`config.mk`:
```
export PLATFORM = sky130hd
export DESIGN_NAME = axis_pkt_rr_arbiter
export DESIGN_NICKNAME = d
export VERILOG_FILES = /design/src/rtl/axis_arb_pkg.sv /design/src/rtl/axis_pkt_rr_arbiter_sel.sv /design/src/rtl/axis_pkt_rr_arbiter.sv
export SDC_FILE = /design/constraint.sdc
export NUM_CORES = 1
export LEC_CHECK = 0
export ABC_AREA = 1
export BUFFER_PORTS_ARGS = -buffer_cell sky130_fd_sc_hd__buf_2
export CAP_MARGIN = 20
export CORE_ASPECT_RATIO = 1.1
export CORE_MARGIN = 2
export CORE_UTILIZATION = 40
export CTS_CLUSTER_DIAMETER = 40
export DETAILED_ROUTE_END_ITERATION = 10
export PLACE_DENSITY = 0.84
export SYNTH_ARGS = -nofsm -noshare
export SYNTH_HDL_FRONTEND = slang
export SYNTH_SLANG_ARGS = --single-unit
```
`constraint.sdc`:
```
create_clock -name global_sys_clk -period 4.95 [get_ports global_sys_clk]
set_input_delay 0.99 -clock global_sys_clk [delete_from_list [all_inputs] [get_ports global_sys_clk]]
set_output_delay 0.99 -clock global_sys_clk [all_outputs]
set_load 0.1 [all_outputs]
```
`src/rtl/axis_arb_pkg.sv`:
```
// Shared types and helpers for the packet round-robin arbiters.
package axis_arb_pkg;

    typedef enum logic [0:0] {StIdle, StLock} arb_state_e;

    localparam int unsigned MaxNum = 16;

    // Index width for n requesters, never narrower than one bit.
    function automatic int unsigned idx_w(input int unsigned n);
        return (n > 1) ? $clog2(n) : 1;
    endfunction

    // Behavioural form of the rotating priority pick: first set bit at or after ptr, modulo num.
    function automatic logic [3:0] rr_pick(input logic [MaxNum-1:0] valid,
                                           input logic [3:0]        ptr,
                                           input int unsigned       num);
        int unsigned j;
        logic        found;
        logic [3:0]  pick;
        pick  = '0;
        found = 1'b0;
        for (int unsigned k = 0; k < MaxNum; k++) begin
            if (k < num && !found) begin
                j = (32'(ptr) + k) % num;
                if (valid[j[3:0]]) begin
                    pick  = j[3:0];
                    found = 1'b1;
                end
            end
        end
        return pick;
    endfunction

endpackage

```
`src/rtl/axis_pkt_rr_arbiter_sel.sv`:
```
// Rotating priority selector: rotate requests by ptr, pick the lowest, rotate the index back.
module rr_priority_sel
    import axis_arb_pkg::*;
#(
    parameter int unsigned NUM = 4,
    parameter int unsigned IW  = idx_w(NUM)
) (
    input  logic [NUM-1:0] req,
    input  logic [IW-1:0]  ptr,
    output logic [IW-1:0]  idx,
    output logic           hit
);

    logic [NUM-1:0] rot;
    logic [IW-1:0]  enc;
    logic [IW:0]    sum;

    always_comb begin
        rot = NUM'({req, req} >> ptr);
        enc = '0;
        hit = 1'b0;
        for (int i = NUM - 1; i >= 0; i--) begin
            if (rot[i]) begin
                enc = IW'(i);
                hit = 1'b1;
            end
        end
        // Un-rotate without a divider; works for non-power-of-2 NUM.
        sum = {1'b0, enc} + {1'b0, ptr};
        idx = (sum >= (IW+1)'(NUM)) ? IW'(sum - (IW+1)'(NUM)) : sum[IW-1:0];
    end

endmodule

```
`src/rtl/axis_pkt_rr_arbiter.sv`:
```
// Packet-level round-robin arbiter sharing one AXI-Stream sink among NUM sources.
module axis_pkt_rr_arbiter
    import axis_arb_pkg::*;
#(
    parameter int unsigned NUM   = 4,
    parameter int unsigned DSIZE = 32,
    parameter int unsigned CNT_W = 16
) (
    input  logic                    global_sys_clk,
    input  logic                    global_sys_rst,
    input  logic [NUM*DSIZE-1:0]    s_tdata,
    input  logic [NUM-1:0]          s_tvalid,
    input  logic [NUM-1:0]          s_tlast,
    output logic [NUM-1:0]          s_tready,
    output logic [DSIZE-1:0]        m_tdata,
    output logic                    m_tvalid,
    output logic                    m_tlast,
    input  logic                    m_tready,
    output logic [idx_w(NUM)-1:0]   grant_id,
    output logic                    busy,
    output logic [CNT_W-1:0]        pkt_cnt
);

    localparam int unsigned IW = idx_w(NUM);

    arb_state_e    state_q;
    logic [IW-1:0] rr_ptr_q;
    logic [IW-1:0] sel_idx;
    logic [IW-1:0] nxt_ptr;
    logic          sel_hit;
    logic          eop;

    rr_priority_sel #(
        .NUM (NUM),
        .IW  (IW)
    ) u_sel (
        .req (s_tvalid),
        .ptr (rr_ptr_q),
        .idx (sel_idx),
        .hit (sel_hit)
    );

    // Zero-latency pass-through of the locked source.
    always_comb begin
        m_tdata  = '0;
        m_tvalid = 1'b0;
        m_tlast  = 1'b0;
        s_tready = '0;
        if (state_q == StLock) begin
            m_tdata            = s_tdata[int'(grant_id) * DSIZE +: DSIZE];
            m_tvalid           = s_tvalid[grant_id];
            m_tlast            = s_tlast[grant_id];
            s_tready[grant_id] = m_tready;
        end
    end

    always_comb begin
        eop     = m_tvalid & m_tready & m_tlast;
        nxt_ptr = (grant_id == IW'(NUM - 1)) ? '0 : grant_id + 1'b1;
    end

    always_ff @(posedge global_sys_clk) begin
        if (global_sys_rst) begin
            state_q  <= StIdle;
            rr_ptr_q <= '0;
            grant_id <= '0;
            busy     <= 1'b0;
            pkt_cnt  <= '0;
        end else begin
            unique case (state_q)
                StIdle: begin
                    if (sel_hit) begin
                        grant_id <= sel_idx;
                        busy     <= 1'b1;
                        state_q  <= StLock;
                    end
                end
                StLock: begin
                    // Only tlast releases the lock; dropped tvalid just stalls.
                    if (eop) begin
                        rr_ptr_q <= nxt_ptr;
                        pkt_cnt  <= pkt_cnt + 1'b1;
                        busy     <= 1'b0;
                        state_q  <= StIdle;
                    end
                end
                default: state_q <= StIdle;
            endcase
        end
    end

endmodule

```
==> impl_metrics.ini <==
[routing]
firstDrtPassIters = 5
drc_errors = 0
vias_per_cell = 5.15
antenna_left = 0
routed_wl_mm = 10.0
via_count = 3824
wl_per_cell_um = 13.5
drt_iter0_drc = 183

[sta]
period_share_pct = 74.3
period_needed_ns = 3.68
max_slew_margin_pct = 33.7
hold_violations = 0
skew_ns = 0.00238
setup_viol = 0
rsz0062_at_grt = no
holdWs_ns = 0.487
tns_ns = 0
max_freq_mhz = 272
slew_violations = 0
worst_pin_slew_ns = 0.989
setup_ws_ns = 1.27

[place]
port_buffers = 195
place_ws_ns = 1.58
globalplace.congestion = 0.842
dpl.cell_count = 733
dpl_cell_area_mm2 = 0.00358
post-dp-hpwl_mm = 7.67

[synthesis]
syn_area_per_cell_um2 = 5.45
synthesis.nets = 632
ys_seq_area_share_pct = 16.6
synth_edf_count = 0
netlist_instances = 487
asyncSetResetFlopFracSynth_pct = 0
synth_seq_cells = 22
synth_ff_type = dfxtp_1
yosysTopAreaCell = nor2_1
syn-cell-area_mm2 = 0.00266
synth_top_area_share_pct = 21.9
synth_area_leaders = nor2_1 22%, dfxtp_1 17%, o21ai_0 14%, nand2_1 9.0%, a21oi_1 8.7%
yosysUniqueCellTypes = 32
ys_warn_count = 0

[final_layout]
final_cells = 742
nNetsFinal = 801
drive_gt1_share_pct = 33.7
fin_util_pct = 56.0
area_growth_pct = 37.4
stdcell_area_mm2 = 0.00365

[grt]
globalRouteMet2Util_pct = 44.0
grt_pass1_wl_mm = 14.4
grt_overflow_total = 0
grt_pass1_vias = 3128
grt-busiest-layer = met2
met3_usage_pct = 6.46
met1_usage_pct = 30.1
grt_max_degree = 72
antenna_found_initial = 6
grt_usage_pct = 24.8

[die]
io_pins = 196
dieArea_mm2 = 0.00731
initial_core_util_pct = 40.8
coreArea_mm2 = 0.00652
rows = 31
dieWidth_um = 81.7
die_h_um = 89.5

[clock_network]
cts_resized = 0
numClockSinks = 22
insertion_delay_ns = 0.27
cts-root-buf = clkbuf_8
cts_max_path_buffers = 2
clkSlewWorstSetupHoldPaths_ns = 0.08
htreeDepth = 1
postCtsHoldBufs = 0
cts_made_buffers = 3
cts_setup_buffers = 0
cts_tree = yes

[critical_path]
critical_path_class = reg -> out
worstPathMaxFanout = 37
start_kind = register
crit_required_ns = 3.96
worstPathArrival_ns = 2.69
worst_setup_path_end_kind = primary output

[power]
finalPower_mw = 0.901
ir_drop_mv = 0.143
power.density_mw_per_mm2 = 247
p_leak_nw = 1.89

[worst_hold_path]
hp-class = reg -> reg

[flow_run]
maxCapViolations = 0

[run_status]
status = finished clean
==> sequential cells by signal, summed over array words and instances, names as in the netlist <==
signal,count
pkt_cnt,16
grant_id,2
rr_ptr_q,2
busy,1
state_q,1
==> path summary, 6_finish.rpt <==
kind | from | cells past startpoint | slack (ns) | to
max reg2reg | grant_id[1] | 7 | 2.38 | pkt_cnt[10]
min reg2reg | busy | 2 | 0.49 | busy
min | busy | 2 | 0.49 | busy
max | grant_id[1] | 6 | 1.27 | m_tlast
==> critical path: stages (launching register included) <==
cell	delay, ns
dfxtp_1	0.56
buf_4	0.40
inv_4	0.23
nand3_1	0.17
nand3_2	0.44
inv_1	0.15
buf_2	0.44
==> final cells by class <==
cell class                      instances  area, um^2
Timing Repair Buffer                  197         991
Clock buffer                            4        55.1
Tap cell                               82         103
Multi-Input combinational cell        408        1950
Antenna cell                            5        12.5
Sequential cell                        22         442
Fill cell                             693        2870
Inverter                               24        97.6
==> cells by family after synthesis <==
group	Yosys count	synth area share, %
AND/OR/NAND/NOR	254	39.1
adder cells (fa/ha/maj)	6	2.83
buffers and inverters	57	10.1
flip-flops	22	16.6
AO/OA/AOI/OAI	135	27.1
XOR/XNOR	13	4.29
==> cell usage after synthesis (3+ instances only) <==
cell type and number:
buf_6 4, ha_1 6, nand3_1 22, nand2_1 64
xnor2_1 6, dfxtp_1 22, o21bai_2 3, inv_1 21
nor3_1 3, clkbuf_1 16, a21oi_2 4, a21oi_1 46
o21ai_1 4, o21ai_0 75, buf_2 8, nor2_1 155
xor2_1 7
==> layer usage <==
layer / up-vias / wire [um]
met5: - / 8
met4: 2 / 104
met2: 168 / 4960
li1: 1934 / -
met3: 13 / 992
met1: 1707 / 3940
==> report_power, final <==
group	internal (mW)	switching (mW)
registers	0.181	0.0174
logic	0.126	0.443
clock network	0.0711	0.0616
total	0.379	0.522
==> layout by cell type (no fill, tap or decap), types with 2 or more instances in the layout <==
cell / count
o21ai_0: 75
nor2_2: 2
o21bai_2: 3
nand2_1: 64
dfxtp_1: 21
nor3_1: 3
a21oi_2: 4
nor3_2: 2
xnor2_1: 6
nor2_1: 155
buf_4: 2
ha_1: 6
xor2_1: 7
o21ai_1: 4
clkbuf_8: 4
inv_1: 21
diode_2: 5
buf_2: 195
a21oi_1: 46
nand3_1: 22
o21ai_2: 2
nand4_1: 2
No activity file was read; power rests on OpenSTA's default activity.
